--- src/rtl/scan_pattern_sequencer.sv ---
// Test-pattern sequencer for the scan-wrapped AndOr/SR/XorNor core: applies host
// stimulus vectors, captures X/Y/Z after a fixed latency and reports masked pass/fail.
module scan_pattern_sequencer #(
  parameter int CAPTURE_LAT = 2,
  parameter int CNT_W       = 8
) (
  input  logic             clk,
  input  logic             clr_n,
  input  logic             start,
  input  logic             abort,
  input  logic             pat_valid,
  output logic             pat_ready,
  input  logic [3:0]       pat_stim,
  input  logic [2:0]       pat_exp,
  input  logic [2:0]       pat_mask,
  input  logic             pat_last,
  output logic             dut_clr,
  output logic [3:0]       dut_abcd,
  input  logic [2:0]       dut_xyz,
  output logic             res_valid,
  input  logic             res_ready,
  output logic             res_pass,
  output logic [2:0]       res_resp,
  output logic [CNT_W-1:0] res_idx,
  output logic [CNT_W-1:0] fail_cnt,
  output logic             busy,
  output logic             done
);

  typedef enum logic [2:0] {
    S_IDLE, S_CLEAR, S_LOAD, S_WAIT, S_CAPTURE, S_REPORT, S_DONE
  } state_e;

  localparam logic [3:0]       LAT     = 4'(CAPTURE_LAT);
  localparam logic [CNT_W-1:0] CNT_MAX = '1;

  state_e           state_q, state_d;
  logic [3:0]       cnt_q, cnt_d;
  logic [CNT_W-1:0] idx_q, idx_d;
  logic [CNT_W-1:0] fail_q, fail_d;
  logic [3:0]       abcd_q, abcd_d;
  logic [2:0]       exp_q, exp_d;
  logic [2:0]       mask_q, mask_d;
  logic             last_q, last_d;
  logic [2:0]       resp_q, resp_d;
  logic             pass_q, pass_d;
  logic [CNT_W-1:0] ridx_q, ridx_d;
  logic             mismatch;

  assign mismatch = |((dut_xyz ^ exp_q) & mask_q);

  // NOTE: every variable gets its hold value first so no path through the case infers a latch.
  always_comb begin
    state_d = state_q;
    cnt_d   = cnt_q;
    idx_d   = idx_q;
    fail_d  = fail_q;
    abcd_d  = abcd_q;
    exp_d   = exp_q;
    mask_d  = mask_q;
    last_d  = last_q;
    resp_d  = resp_q;
    pass_d  = pass_q;
    ridx_d  = ridx_q;

    if (abort) begin
      // Abort overrides start, accept and result handshakes alike.
      state_d = S_IDLE;
      abcd_d  = '0;
    end else begin
      unique case (state_q)
        S_IDLE: begin
          if (start) begin
            state_d = S_CLEAR;
            abcd_d  = '0;
            fail_d  = '0;
            idx_d   = '0;
          end
        end
        S_CLEAR: state_d = S_LOAD;
        S_LOAD: begin
          if (pat_valid) begin
            abcd_d  = pat_stim;
            exp_d   = pat_exp;
            mask_d  = pat_mask;
            last_d  = pat_last;
            cnt_d   = LAT;
            state_d = S_WAIT;
          end
        end
        S_WAIT: begin
          cnt_d = cnt_q - 4'd1;
          if (cnt_q == 4'd1) state_d = S_CAPTURE;
        end
        S_CAPTURE: begin
          resp_d  = dut_xyz;
          pass_d  = ~mismatch;
          ridx_d  = idx_q;
          if (mismatch && (fail_q != CNT_MAX)) fail_d = fail_q + CNT_W'(1);
          state_d = S_REPORT;
        end
        S_REPORT: begin
          if (res_ready) begin
            idx_d   = idx_q + CNT_W'(1);
            state_d = last_q ? S_DONE : S_LOAD;
          end
        end
        S_DONE:  state_d = S_IDLE;
        default: state_d = S_IDLE;
      endcase
    end
  end

  // NOTE: state registers update with non-blocking assignments so all flops see pre-edge values.
  // NOTE: the vector/result registers are plain flops, so all of them reset alongside the FSM.
  always_ff @(posedge clk or negedge clr_n) begin
    if (!clr_n) begin
      state_q <= S_IDLE;
      cnt_q   <= '0;
      idx_q   <= '0;
      fail_q  <= '0;
      abcd_q  <= '0;
      exp_q   <= '0;
      mask_q  <= '0;
      last_q  <= 1'b0;
      resp_q  <= '0;
      pass_q  <= 1'b0;
      ridx_q  <= '0;
    end else begin
      state_q <= state_d;
      cnt_q   <= cnt_d;
      idx_q   <= idx_d;
      fail_q  <= fail_d;
      abcd_q  <= abcd_d;
      exp_q   <= exp_d;
      mask_q  <= mask_d;
      last_q  <= last_d;
      resp_q  <= resp_d;
      pass_q  <= pass_d;
      ridx_q  <= ridx_d;
    end
  end

  assign pat_ready = (state_q == S_LOAD);
  assign dut_clr   = (state_q == S_CLEAR);
  assign res_valid = (state_q == S_REPORT);
  assign done      = (state_q == S_DONE);
  assign busy      = (state_q != S_IDLE);
  assign dut_abcd  = abcd_q;
  assign res_pass  = pass_q;
  assign res_resp  = resp_q;
  assign res_idx   = ridx_q;
  assign fail_cnt  = fail_q;

endmodule

--- config.mk ---
export PLATFORM = sky130hd
export DESIGN_NAME = scan_pattern_sequencer
export DESIGN_NICKNAME = d
export VERILOG_FILES = /design/src/rtl/scan_pattern_sequencer.sv
export SDC_FILE = /design/constraint.sdc
export NUM_CORES = 1
export LEC_CHECK = 0
export BUFFER_PORTS_ARGS = -buffer_cell sky130_fd_sc_hd__buf_2
export CAP_MARGIN = 20
export CORE_ASPECT_RATIO = 1.2
export CORE_MARGIN = 2
export CORE_UTILIZATION = 45
export DETAILED_ROUTE_END_ITERATION = 16
export PLACE_DENSITY = 0.68
export REMOVE_ABC_BUFFERS = 1
export SETUP_SLACK_MARGIN = 0.1
export SLEW_MARGIN = 20
export SYNTH_ARGS = -nofsm -noshare
export SYNTH_HDL_FRONTEND = slang
export SYNTH_SLANG_ARGS = --single-unit
--- constraint.sdc ---
create_clock -name clk -period 2 [get_ports clk]
set_input_delay 0.4 -clock clk [delete_from_list [all_inputs] [get_ports clk]]
set_output_delay 0.4 -clock clk [all_outputs]
set_load 0.005 [all_outputs]
# Word level (Yosys, flattened, before mapping)
# Cells that the tools add are included.
[word_totals]
elab_cells = 67
regBits = 46
in_bits = 20
[classes]
n_reduce_logical = 15
n_eq_ne = 16
bitwise = 4
n_addsub = 3
n_mux = 18
[op_table]
columns = ["cell", "n"]
rows = [
  ["$pmux 8 s2", 2],
  ["$mux 8", 3],
  ["$mux 3", 6],
  ["$pmux 3 s6", 1],
  ["$add 8x1->8 const B", 2],
  ["$mux 4", 4],
  ["$pmux 4 s2", 2],
  ["$reduce_and 4->1", 3],
  ["$eq 3x3->1 const B", 3],
  ["$ne 3x3->1 const B", 3],
  ["$reduce_and 3->1", 3],
  ["$ne 8x8->1 const B", 1],
  ["$eq 3x2->1 const B", 2],
  ["$ne 2x2->1 const B", 3],
  ["$reduce_bool 2->1", 3],
  ["$reduce_bool 3->1", 2],
  ["$eq 4x1->1 const B", 1],
  ["$sub 4x1->4 const B", 1],
  ["$and 3x3->3", 1],
  ["$eq 3x1->1 const B", 1],
  ["$logic_not 3->1", 1],
  ["$ne 3x2->1 const B", 1],
  ["$reduce_or 3->1", 1],
  ["$xor 3x3->3", 1],
  ["other kinds (4)", 5],
]

# Logic depth before layout (Yosys ltp)
[depth]
depth_word = 6
depth_mapped = 6

# Worst setup path after synthesis
# Ideal clock, no wire load.
[synth_timing]
kind = "in2reg"
startpoint = "in abort"
endpoint = "reg exp_q[0]"
path_stages = 6
arrival_ns = 1.460
setup_slack_ns = 0.413
path_buffers = 3
setup_ns = 0.127
cell_sequence = "buf_4 > nor2b_1 > and3_1 > clkbuf_1 > buf_4 > mux2_1"
[synth_between]
elab_chain_cells = 2
[synth_rtl]
columns = ["element", "line_no", "source"]
rows = [
  ["start, declared", "10", "input logic abort,"],
  ["$not 1->1 (no source line)", "-", ""],
  ["$reduce_and 3->1 (no source line)", "-", ""],
  ["end signal, assigned", "135", "exp_q <= exp_d;"],
  ["end, declared", "42", "logic [2:0] exp_q, exp_d;"],
]
# Every way passes these cells.
# A chain may end at the register's enable or synchronous reset.

# Worst setup path after layout
[layout_timing]
startpoint = "reg state_q[0]"
endpoint = "out busy"
[layout_between]
elab_chain_cells = 1
[layout_rtl]
columns = ["element", "line_no", "source"]
rows = [
  ["start, declared", "37", "state_e state_q, state_d;"],
  ["start signal, assigned", "130", "state_q <= state_d;"],
  ["$reduce_bool 3->1", "148", "assign busy = (state_q != S_IDLE);"],
  ["end, declared", "26", "output logic busy,"],
]
# Every way passes these cells.

==> reports/results.md <==
| Group | Metric | Reported |
|:---|:---|:---|
| floorplanning | Top-level I/O count | 49 |
| clock tree | Clock Sink Count | 46 |
| yosys | Share of synthesized area occupied by flip-flops and latches | 0.505 |
| run status | Status | finished, final reports clean |
| setup path | FF-to-FF Start | state_q[0] |
| drt | Detailed-router iteration count before antenna repair | 4 |
| yosys | Number of flops mapped to enable cells by yosys | 0 |
| finish | Fraction of layout cells with a size suffix above 1 | 0.301 |
| setup path | Arrival time at the worst endpoint | 1450 ps |
| global route | Wire length of the first global-routing pass | 7.95 mm |
| setup path | Top fanout value on the critical path | 9 |
| setup path | Endpoint type of the worst setup path | primary output |
| global route | Via count of the first global-routing pass | 1706 |
| clock tree | Library cell used as clock root buffer | sky130_fd_sc_hd__clkbuf_8 |
| clock tree | Clock slew at the register clock pins of the worst setup and hold paths | 90 ps |
| setup path | WS Path Type | reg2out |
| finish | Area growth syn-to-layout | 21.7% |
| floorplanning | Number of rows created at floorplan | 28 |
| finish | Number of inserted diodes | 0 |
| clock tree | Clock tree from TritonCTS | yes |
| setup path | Critical path launch point type | flip-flop |
| timing | Total Neg Setup Slack | 0 ps |
| yosys | Portion of synthesized cell area occupied by the leading cell type | 0.505 |
| power | Tot Pwr | 2.27 mW |
| setup path | Largest stage delay, worst path | 440 ps |
| setup path | Endpoint required time on the critical path | 1600 ps |
| finish | Most frequent standard cell in the layout excluding fill and tap cells | sky130_fd_sc_hd__buf_2 |
| floorplanning | Height of the die | 81.9 microns |
| power | Worst IR drop on VDD | 456 uV |
| timing | Worst Hold Margin | 41.2 ps |
| timing | Worst clock skew | 4.47 ps |
| yosys | Post-synthesis register bit count | 46 |
| yosys | Synth warn | 0 |
| setup path | R2R Setup Slk | 260 ps |
| setup path | Cells on worst reg2reg path | 5 |
| clock tree | Max H-tree Level | 2 |
| global route | Total routing resource utilization after global routing | 0.192 |
| timing | Period Utilization, post-route | 0.925 |
| timing | Remaining max-slew budget at the tightest pin | 0.687 |
| yosys | Cell accounting for the most synthesized area | sky130_fd_sc_hd__dfrtp_1 |
| placement | Final HPWL from detailed placement | 3.53 mm |
| global route | Total grt overflow | 0 |
| drt | DR vias/cell | 5.58 |
| drt | Iter 0 DRT Violations | 164 |
| floorplanning | Die X | 68.9 microns |
| floorplanning | Die outline area | 5650 sq um |
| floorplanning | Initial cell density of the core | 0.464 |
| placement | Final Wtd Congestion | 0.790 |
| yosys | Flip-flop cell with the highest count after synthesis | sky130_fd_sc_hd__dfrtp_1 |
| power | Leak pwr | 1.38 nW |
| setup path | Max stage delay cell, worst path | sky130_fd_sc_hd__dfrtp_2 |
| yosys | Combined area of all synthesized cells | 2280 sq um |
| clock tree | TritonCTS Buffers | 5 |
| yosys | Ys async rst share | 1.00 |
| finish | Most frequent cells in the layout | 48 x sky130_fd_sc_hd__buf_2, 43 x sky130_fd_sc_hd__dfrtp_1, 19 x sky130_fd_sc_hd__mux2_1 |
| placement | Count of buffers inserted at the top-level ports | 48 |
| yosys | Count of distinct cell types in the synthesized netlist | 45 |
| clock tree | Worst-Skew Late Latency | 300 ps |
| worst hold path | Min-delay worst type | in2async |
| timing | Maximum achievable frequency | 0.541 GHz |
| setup path | Source of the critical timing path | state_q[0] |
| yosys | Cells taking the most area after synthesis | sky130_fd_sc_hd__dfrtp_1 51%, sky130_fd_sc_hd__mux2_1 9.4%, sky130_fd_sc_hd__nand2_1 2.8% |
| yosys | Mean instance size in the synthesized netlist | 10.6 sq um |
| timing | Final Max Slew Viols | 0 |
| timing | RSZ-0062 raised after global routing | no |
| flow run | Reported max-cap violation count | 0 |
| power | Pwr/cell area | 820 nW/um^2 |
| finish | Number of nets in the final layout | 299 |
| clock tree | Hold_buf cts | 0 |
| drt | Routed wirelength normalized by instance count | 14.5 microns |
| drt | DRC violations left | 0 |
| timing | Final setup violation count | 0 |
| timing | Final min period | 1850 ps |
| timing | Transition time at the pin with the least slew margin | 470 ps |
| clock tree | Bufs on Longest Clock Path | 2 |
| setup path | Critical-path cell list | buf_4 > or3_1 > buf_2 |
| setup path | Capturing point of the worst reg2reg path | res_resp[0] |
| global route | Pin count of the biggest net entering global routing | 22 |
| drt | Final ANT Viol Nets | 0 |
| global route | Antenna violations before repair | 0 |
| timing | Final-report hold violation count | 0 |
| yosys | Syn Inst Count | 214 |
| floorplanning | Core region area | 4900 sq um |
| drt | Vias | 1874 |
| setup path | Endpoint of the most critical setup path | busy |
| drt | Total wire length after detailed routing | 4.88 mm |
==> area by class of cell <==
| type | instances | area (sq um) |
|---|---|---|
| Sequential cell | 46 | 1150 |
| Clock inverter | 2 | 37.5 |
| Multi-Input combinational cell | 156 | 1070 |
| Inverter | 3 | 11.3 |
| Timing Repair Buffer | 63 | 353 |
| Tap cell | 60 | 75.1 |
| Clock buffer | 6 | 72.6 |
| Fill cell | 455 | 2130 |
==> routing by layer <==
metal	global-route usage	vias to the layer above	share of wire
met2	0.321	59	0.52
met5	0	-	0
met4	0.0706	0	0.012
met1	0.239	912	0.42
met3	0.0438	6	0.048
li1	-	897	-
==> kinds of logic after synthesis <==
logic type                 after synthesis  synth area share
adders and majority gates                4            0.0220
DFF                                     46             0.505
muxes                                   20            0.0984
and+or+nand+nor                         80             0.185
AOI/OAI and AO/OA                       47             0.142
buffers and inverters                   12            0.0280
xor gates and xnor gates                 5            0.0192
==> synthesized netlist by cell type, types with 2 or more instances <==
library cell,n
sky130_fd_sc_hd__nor3b_1,2
sky130_fd_sc_hd__clkbuf_1,3
sky130_fd_sc_hd__a22o_1,4
sky130_fd_sc_hd__o21ai_0,7
sky130_fd_sc_hd__nor2_1,17
sky130_fd_sc_hd__mux2_1,19
sky130_fd_sc_hd__inv_1,2
sky130_fd_sc_hd__buf_4,2
sky130_fd_sc_hd__o221ai_1,2
sky130_fd_sc_hd__o31ai_1,3
sky130_fd_sc_hd__and3_1,3
sky130_fd_sc_hd__buf_2,3
sky130_fd_sc_hd__nor3_1,4
sky130_fd_sc_hd__nand4_1,3
sky130_fd_sc_hd__xor2_1,5
sky130_fd_sc_hd__a32o_1,3
sky130_fd_sc_hd__nand3_1,11
sky130_fd_sc_hd__a211oi_1,2
sky130_fd_sc_hd__nand2b_1,5
sky130_fd_sc_hd__nand2_1,17
sky130_fd_sc_hd__ha_1,4
sky130_fd_sc_hd__nand3b_1,2
sky130_fd_sc_hd__and2_1,3
sky130_fd_sc_hd__nor2b_1,7
sky130_fd_sc_hd__o21ai_1,12
sky130_fd_sc_hd__a21oi_1,5
sky130_fd_sc_hd__dfrtp_1,46
==> through the flow <==
step | cell area (sq um) | worst slack, ps | cells | utilization
2_1_floorplan | 2220 | 261 | 205 | -
3_3_place_gp | 2620 | 225 | 323 | 0.533
3_5_place_dp | 2620 | 215 | 323 | 0.533
4_1_cts | 2730 | 82.2 | 331 | 0.556
5_1_grt | 2770 | 92.4 | 336 | 0.565
6_report | 2770 | 151 | 336 | 0.565
==> what timing repair did <==
item / CTS / global route
gates resized for setup: 2 / 3
buffers inserted: 0 / 5
endpoints found under the setup margin: 2 / 4
pin swaps: 0 / 0
==> registers in the layout, summed over array words and instances (netlist names) <==
name	flops
idx_q	8
res_resp	3
res_idx	8
last_q	1
mask_q	3
dut_abcd	4
cnt_q	4
res_pass	1
fail_cnt	8
exp_q	3
state_q	3
==> report_power, final <==
group	total [mW]	internal, mW	switching [mW]	leakage [nW]
combinational	0.432	0.223	0.210	0.712
clock	0.685	0.373	0.312	0.0514
sequential	1.15	1.06	0.0931	0.614
total	2.27	1.66	0.615	1.38
==> how the worst min path moves through the flow <==
stage	slack (ps)	cells after the start	endpoint
after detailed placement	390	1	res_idx[3]
final	40	1	res_idx[3]
after global routing	70	1	res_idx[3]
after floorplan	100	0	cnt_q[0]
after CTS	50	1	res_idx[3]
after global placement	390	1	res_idx[3]
==> worst max-delay path: cells and delay by family (launching register included) <==
family	cells	cell delay (ps)
flops	1	440
simple gates	1	400
buf+inv	2	310
(Power assumes the default switching activity.)
